`src/rtl/osr_rx_sampler.sv`:
```
// Oversampling UART-style receiver: 2-flop synchronizer, start/data/stop framing, OSR clocks per bit.
// Latency: strobe 154 cycles after START entry at defaults ((1+DATA_BITS)*OSR + OSR/2 + 2).
// Backpressure: none; rx_valid/frame_err are single-cycle strobes. Optional OSR_RX_MAJORITY_EN selects 2-of-3 voting.
module osr_rx_sampler #(
    parameter int OSR       = 16,
    parameter int DATA_BITS = 8
) (
    input  logic                 clk,
    input  logic                 reset,
    input  logic                 rx_in,
    output logic [DATA_BITS-1:0] rx_data,
    output logic                 rx_valid,
    output logic                 frame_err,
    output logic                 busy
);

    localparam int CW = $clog2(OSR);
    localparam int BW = (DATA_BITS > 1) ? $clog2(DATA_BITS) : 1;

    localparam logic [CW-1:0] CNT_MID  = CW'(OSR / 2);
    localparam logic [CW-1:0] CNT_DEC  = CW'(OSR / 2 + 1);
    localparam logic [CW-1:0] CNT_LAST = CW'(OSR - 1);
    localparam logic [BW-1:0] BIT_LAST = BW'(DATA_BITS - 1);

    typedef enum logic [1:0] {
        IDLE  = 2'd0,
        START = 2'd1,
        DATA  = 2'd2,
        STOP  = 2'd3
    } state_t;

    state_t               state;
    logic [CW-1:0]        cnt;
    logic [BW-1:0]        bit_idx;
    logic [DATA_BITS-1:0] shreg;
    logic [1:0]           sync_q;
    logic                 line_prev;
    logic                 line_s;
    logic                 samp_mid;
    logic                 bit_val;

    assign line_s = sync_q[1];
    assign busy   = (state != IDLE);

    // Synchronizer and previous-value flop; reset high so reset never looks like a falling edge
    always_ff @(posedge clk or posedge reset) begin
        if (reset) begin
            sync_q    <= 2'b11;
            line_prev <= 1'b1;
        end else begin
            sync_q    <= {sync_q[0], rx_in};
            line_prev <= sync_q[1];
        end
    end

`ifdef OSR_RX_MAJORITY_EN
    localparam logic [CW-1:0] CNT_PRE = CW'(OSR / 2 - 1);
    logic samp_pre;

    // Capture the two samples ahead of the decision; the third is the live synced line at the decision count
    always_ff @(posedge clk or posedge reset) begin
        if (reset) begin
            samp_pre <= 1'b1;
            samp_mid <= 1'b1;
        end else begin
            if (cnt == CNT_PRE) samp_pre <= line_s;
            if (cnt == CNT_MID) samp_mid <= line_s;
        end
    end

    assign bit_val = (samp_pre & samp_mid) | (samp_pre & line_s) | (samp_mid & line_s);
`else
    // Capture the single mid-bit sample used one cycle later at the decision count
    always_ff @(posedge clk or posedge reset) begin
        if (reset) begin
            samp_mid <= 1'b1;
        end else if (cnt == CNT_MID) begin
            samp_mid <= line_s;
        end
    end

    assign bit_val = samp_mid;
`endif

    // Framing FSM with registered strobes and word output
    always_ff @(posedge clk or posedge reset) begin
        if (reset) begin
            state     <= IDLE;
            cnt       <= '0;
            bit_idx   <= '0;
            shreg     <= '0;
            rx_data   <= '0;
            rx_valid  <= 1'b0;
            frame_err <= 1'b0;
        end else begin
            rx_valid  <= 1'b0;
            frame_err <= 1'b0;
            if (state == IDLE) begin
                cnt <= '0;
            end else begin
                cnt <= (cnt == CNT_LAST) ? '0 : cnt + CW'(1);
            end
            case (state)
                IDLE: begin
                    bit_idx <= '0;
                    // A start needs a synced 1 followed by a 0, so a line stuck low cannot retrigger
                    if (line_prev && !line_s) begin
                        state <= START;
                    end
                end
                START: begin
                    if (cnt == CNT_DEC && bit_val) begin
                        // Start bit not low at mid-bit: treat as a glitch and drop silently
                        state <= IDLE;
                        cnt   <= '0;
                    end else if (cnt == CNT_LAST) begin
                        state <= DATA;
                    end
                end
                DATA: begin
                    if (cnt == CNT_DEC) begin
                        shreg <= (shreg >> 1) | (DATA_BITS'(bit_val) << (DATA_BITS - 1));
                    end
                    if (cnt == CNT_LAST) begin
                        if (bit_idx == BIT_LAST) begin
                            state   <= STOP;
                            bit_idx <= '0;
                        end else begin
                            bit_idx <= bit_idx + BW'(1);
                        end
                    end
                end
                STOP: begin
                    // Leave at mid-stop so a following start edge is caught even with a one-bit stop
                    if (cnt == CNT_DEC) begin
                        state <= IDLE;
                        cnt   <= '0;
                        if (bit_val) begin
                            rx_data  <= shreg;
                            rx_valid <= 1'b1;
                        end else begin
                            frame_err <= 1'b1;
                        end
                    end
                end
                default: begin
                    state <= IDLE;
                end
            endcase
        end
    end

endmodule

```
`config.mk`:
```
export PLATFORM = sky130hd
export DESIGN_NAME = osr_rx_sampler
export DESIGN_NICKNAME = d
export VERILOG_FILES = /design/src/rtl/osr_rx_sampler.sv
export SDC_FILE = /design/constraint.sdc
export NUM_CORES = 1
export LEC_CHECK = 0
export CORE_MARGIN = 4
export CORE_UTILIZATION = 55
export CTS_CLUSTER_DIAMETER = 30
export DETAILED_ROUTE_END_ITERATION = 6
export PLACE_DENSITY = 0.75
export SLEW_MARGIN = 40
export SYNTH_ARGS = -nofsm -noshare
export SYNTH_HDL_FRONTEND = slang
export SYNTH_SLANG_ARGS = --single-unit
```
`constraint.sdc`:
```
create_clock -name clk -period 2.4 [get_ports clk]
set_input_delay 0.48 -clock clk [delete_from_list [all_inputs] [get_ports clk]]
set_output_delay 0.48 -clock clk [all_outputs]
set_load 0.1 [all_outputs]
```
==> flow_summary.yaml, run 1 <==
global_routing:
  grt_pass1_vias: 809
  antenna_found_initial: 0
  grtUsageTotal: 0.1458
  gr-total-overflow: 0
  grt_pass1_wl_mm: 3.581
  grt_start_max_net_pins: 32
cts:
  hold_buffers: 0
  clk_pin_slew_ns: 0.09
  post_cts_resized: 0
  post_cts_buffers: 0
  insertion_delay_ns: 0.33
  cts.path.max_buffers: 2
  cts-htree-levels: 2
  cts_tree: "done"
  clock_sinks: 31
  root_buffer: "clkbuf_4"
  cts-buffers-inserted: 5
logic_synthesis:
  yosys.area_share.simple: 0.1084
  ys_warn_count: 0
  synth_cell_types: 34
  synth_fp_nets: 106
  synth-adder-area-share: 0.04634
  synth_top_family_by_area: "multiplexers"
  synth-compound-area-share: 0.07322
  synthMuxAreaShare: 0.1529
  syn_inst: 98
  yosysSeqAreaShare: 0.5783
  synthFlopType: "dfrtp_1"
  synth_edf_count: 0
  async_flop_share: 1.000
  synth_seq_cells: 31
  avgSynthCellArea_um2: 13.78
  synth_xor_area_frac: 0.006487
  syn_area_um2: 1350
job:
  maxCapViolCount: 0
die:
  die_h_um: 57.55
  start_util: 0.5932
  rows: 17
  dieArea_um2: 3311
  core-area_um2: 2276
  io_pins: 14
  die_w_um: 57.55
timing:
  max_freq_mhz: 534.8
  setup_viol_count_final: 0
  tightest_slew_ns: 0.4912
  slew_headroom: 0.6691
  rsz0062_at_grt: "no"
  fin_setup_tns_ns: 0
  drv_slew: 0
  fin_crit_ns: 1.870
  hold_viol: 0
  finalCritPeriodShare: 0.7792
  skew_ns: 0.01052
detailed_routing:
  wl_per_cell_um: 14.23
  vias_per_cell: 5.375
  vias: 774
  drc: 0
  drt-initial-drc-count: 16
  ant_nets: 0
  wirelength_mm: 2.049
  drt_first_pass_iters: 4
power_and_ir_drop:
  vdd_drop_max_uv: 631.4
  cellLeakagePower_uw: 0.0007982
  cellPowerDensity_nw_per_um2: 847.3
setup_path:
  reg2reg_depth: 5
  worstSetupPathType: "flop to primary output"
  worstSetupEndpoint: "busy"
  critPathRequiredTime_ns: 1.92
  r2r_start: "cnt[1]"
  arrival_ns: 1.39
  r2r_slack_ns: 0.79
  startpoint: "state[0]"
  critPathLaunchType: "flop"
  worstSetupEndpointType: "primary output"
  worstPathMaxFanout: 12
  r2r-end: "cnt[1]"
hold_path:
  hp-class: "flop to flop"
place:
  dp_hpwl_mm: 1.440
  port_buffers: 13
  globalplace.congestion: 0.7225
  dp.cells: 136
cells_and_area:
  layout.cells.non_filler: 144
  drive_gt1_frac: 0.3966
  nets: 123
  diodes: 0
  syn2layout_area_growth_pct: 12.88
run_status:
  outcome: "finished clean"
## per-layer routing
layer | vias up | routed length [µm] | part of all wire | track usage
li1 | 383 | - | - | -
met1 | 371 | 934 | 0.46 | 0.1664
met2 | 14 | 957 | 0.47 | 0.2339
met3 | 6 | 117 | 0.057 | 0.07014
met4 | 0 | 40 | 0.020 | 0.05960
met5 | - | 0 | 0 | 0
## worst max-delay path, stage by stage (launching register included)
cell     delay [ns]
dfrtp_1        0.50
or2_2          0.33
buf_4          0.23
## cell families after synthesis
family,count (synthesis)
AOI/OAI and AO/OA,15
DFF,31
adders and majority gates,5
muxes,18
and+or+nand+nor,20
buffers and inverters,8
xor gates and xnor gates,1
## cell type report
type	instances	area [µm²]
clock inverter	1	5.005
multi-input combinational	59	523.0
timing repair buffer	14	110.1
sequential	31	780.7
tap	28	35.03
inverter	4	15.01
clock buffer	7	55.05
fill	163	752.0
## worst min-delay path by stage
stage / from / to / cells after the start
after floorplan: sync_q[0] / sync_q[1] / 0
after global placement: sync_q[0] / sync_q[1] / 0
after detailed placement: sync_q[0] / sync_q[1] / 0
after CTS: sync_q[0] / sync_q[1] / 0
after global routing: sync_q[0] / sync_q[1] / 0
final: sync_q[0] / sync_q[1] / 0
## sequential cells by signal (all words and copies together) (netlist names), named ones only
register and flops:
line_prev 1, frame_err 1, rx_valid 1, bit_val 1, shreg 8, cnt 4
bit_idx 3, state 1, sync_q 2, rx_data 8
## report_power, final
group          internal [µW]  total [µW]  switching [µW]
clock                    142         312             171
combinational            119         297             179
sequential               587         681            94.7
total                    847        1290             444
## cells in the mapped netlist (2+ instances only)
cell type   n  area [µm²]
a21oi_1     5       25.02
inv_1       4       15.01
buf_4       2       15.01
dfstp_2     4       105.1
mux2_2     17       191.4
dfrtp_1    27       675.7
o21ai_0     2       10.01
nor3_1      2       10.01
nand3_1     2       10.01
nor2_1      3       11.26
nand2_1     2       7.510
ha_1        5       62.56
and3_1      2       12.51
## placed cells by master, fill, tap and decap left out, drive strengths merged, types with 2 or more instances in the layout
| cell type | n |
|---|---|
| mux2 | 18 |
| nor2 | 5 |
| nand2 | 2 |
| dfrtp | 27 |
| nand3b | 2 |
| nor3 | 2 |
| nand3 | 2 |
| and3 | 2 |
| clkdlybuf4s50 | 2 |
| o21ai | 2 |
| a22o | 2 |
| ha | 5 |
| dfstp | 4 |
| clkbuf | 7 |
| buf | 12 |
| inv | 4 |
| a21oi | 5 |
## stage by stage
step | power, µW | setup slack, ns | hold WS, ns | cell area, µm² | utilization
floorplan | 936.4 | 0.8713 | 0.3452 | 1350 | -
global placement | 976.9 | 0.8282 | 0.3483 | 1464 | 0.6432
detailed placement | 990.8 | 0.8176 | 0.3540 | 1464 | 0.6432
CTS | 1302 | 0.5196 | 0.3711 | 1524 | 0.6696
global route | 1373 | 0.4684 | 0.3770 | 1524 | 0.6696
finish | 1291 | 0.5300 | 0.3692 | 1524 | 0.6696
No activity file was read; power rests on OpenSTA's default activity.
==> run 2: changes to the inputs <==
Settings changed: CORE_UTILIZATION 55 to 54, PLACE_DENSITY 0.75 to 0.73.
Clock period 2.4 ns to 1.95 ns, I/O delays scaled along.
==> flow_summary.yaml, run 2 (synthesis results as in run 1) <==
timing:
  fin_crit_ns: 1.754
  hold_viol: 0
  skew_ns: 0.01180
  max_freq_mhz: 570.1
  rsz0062_at_grt: "no"
  slew_headroom: 0.7315
  tightest_slew_ns: 0.3985
  setup_viol_count_final: 0
  fin_setup_tns_ns: 0
  finalCritPeriodShare: 0.8995
  drv_slew: 0
cells_and_area:
  reg_top3: "rx_data (8), shreg (8), cnt (4)"
  regArea_um2: 780.7
  final_core_util: 0.6803
  multi_input_area_um2: 523.0
  drive_gt1_frac: 0.4052
  syn2layout_area_growth_pct: 15.76
  layout_commonest_cell: "dfrtp_1"
  diodes: 0
  fill_cells: 173
  layout.cells.non_filler: 144
  stdcell_area_um2: 1563
  final_cell_mix: "27 x dfrtp_1, 17 x mux2_2, 11 x buf_4"
  nets: 123
cts:
  post_cts_buffers: 0
  insertion_delay_ns: 0.32
  cts_tree: "done"
  post_cts_resized: 0
  root_buffer: "clkbuf_4"
  cts.path.max_buffers: 2
  cts-htree-levels: 2
  clock_sinks: 31
  hold_buffers: 0
  clk_pin_slew_ns: 0.10
  cts-buffers-inserted: 5
die:
  die_w_um: 58
  die_h_um: 58
  dieArea_um2: 3364
  start_util: 0.5877
  core-area_um2: 2297
  rows: 17
  io_pins: 14
place:
  port_buffers: 13
  dp.cells: 136
  globalplace.congestion: 0.7735
  dp_hpwl_mm: 1.371
  place_area_um2: 1476
detailed_routing:
  maxUsedRoutingLayer: "met4"
  drt_first_pass_iters: 4
  ant_nets: 0
  m1WireLength_um: 947
  wirelength_mm: 1.943
  wl_met3_um: 102
  wl_per_cell_um: 13.49
  vias_per_cell: 5.389
  vias: 776
  drc: 0
  dr_wl_met2_um: 868
  drt-initial-drc-count: 16
job:
  maxCapViolCount: 0
hold_path:
  hp-class: "flop to flop"
setup_path:
  worstSetupEndpointType: "primary output"
  worstPathMaxFanout: 12
  cp_cell_sequence: "or2_2, buf_12"
  critPathLaunchType: "flop"
  worstSetupPathType: "flop to primary output"
  critPathRequiredTime_ns: 1.56
  cp_slowest_stage_delay_ns: 0.50
  arrival_ns: 1.36
  slowest_stage: "dfrtp_1"
power_and_ir_drop:
  cellPowerDensity_nw_per_um2: 1119
  vdd_drop_max_uv: 885.5
  total_power_uw: 1749
  cellLeakagePower_uw: 0.0008169
global_routing:
  grt_start_max_net_pins: 32
  grt_pass1_vias: 757
  gr-total-overflow: 0
  grt_pass1_wl_mm: 3.470
  antenna_found_initial: 0
  grtUsageTotal: 0.1388
run_status:
  outcome: "finished clean"
run 2: worst max-delay path: cells and delay by family, from the launching register on:
family,cells,cell delay (ns)
flops,1,0.50
simple gates,1,0.36
buf+inv,1,0.17
run 2: worst paths after layout:
kind	slack, ns	from	to	cells past startpoint
worst max-delay path	0.20	state[0]	busy	2
worst min-delay path	0.36	sync_q[0]	sync_q[1]	0
worst max register to register	0.34	cnt[1]	shreg[0]	5
worst min register to register	0.36	sync_q[0]	sync_q[1]	0
max in group asynchronous	1.19	reset	sync_q[1]	3
min in group asynchronous	0.43	reset	shreg[5]	3
run 2: layout make-up:
type / instances / share of cell area
repair buffers: 14 / 0.07846
flip-flops and latches: 31 / 0.4996
clock inverters: 2 / 0.02242
inverters: 4 / 0.009608
multi-input cells: 59 / 0.3347
well taps: 28 / 0.02242
clock buffers: 6 / 0.03283
run 2: where the power goes:
group          internal (µW)  switching, µW
logic                    170            223
clock network            303            214
registers                722            117
total                   1200            554
run 2: per-layer routing:
metal / GRT usage / vias up
li1: - / 383
met1: 0.1879 / 375
met2: 0.2032 / 16
met3: 0.06013 / 2
met4: 0.03974 / 0
met5: 0 / -
run 2: through the flow:
stage          setup WS [ns]  hold slack, ns
4_1_cts               0.1789          0.3629
5_1_grt               0.1213          0.3690
6_report              0.1959          0.3605
3_5_place_dp          0.3506          0.3501
2_1_floorplan         0.4213          0.3452
3_3_place_gp          0.3733          0.3486
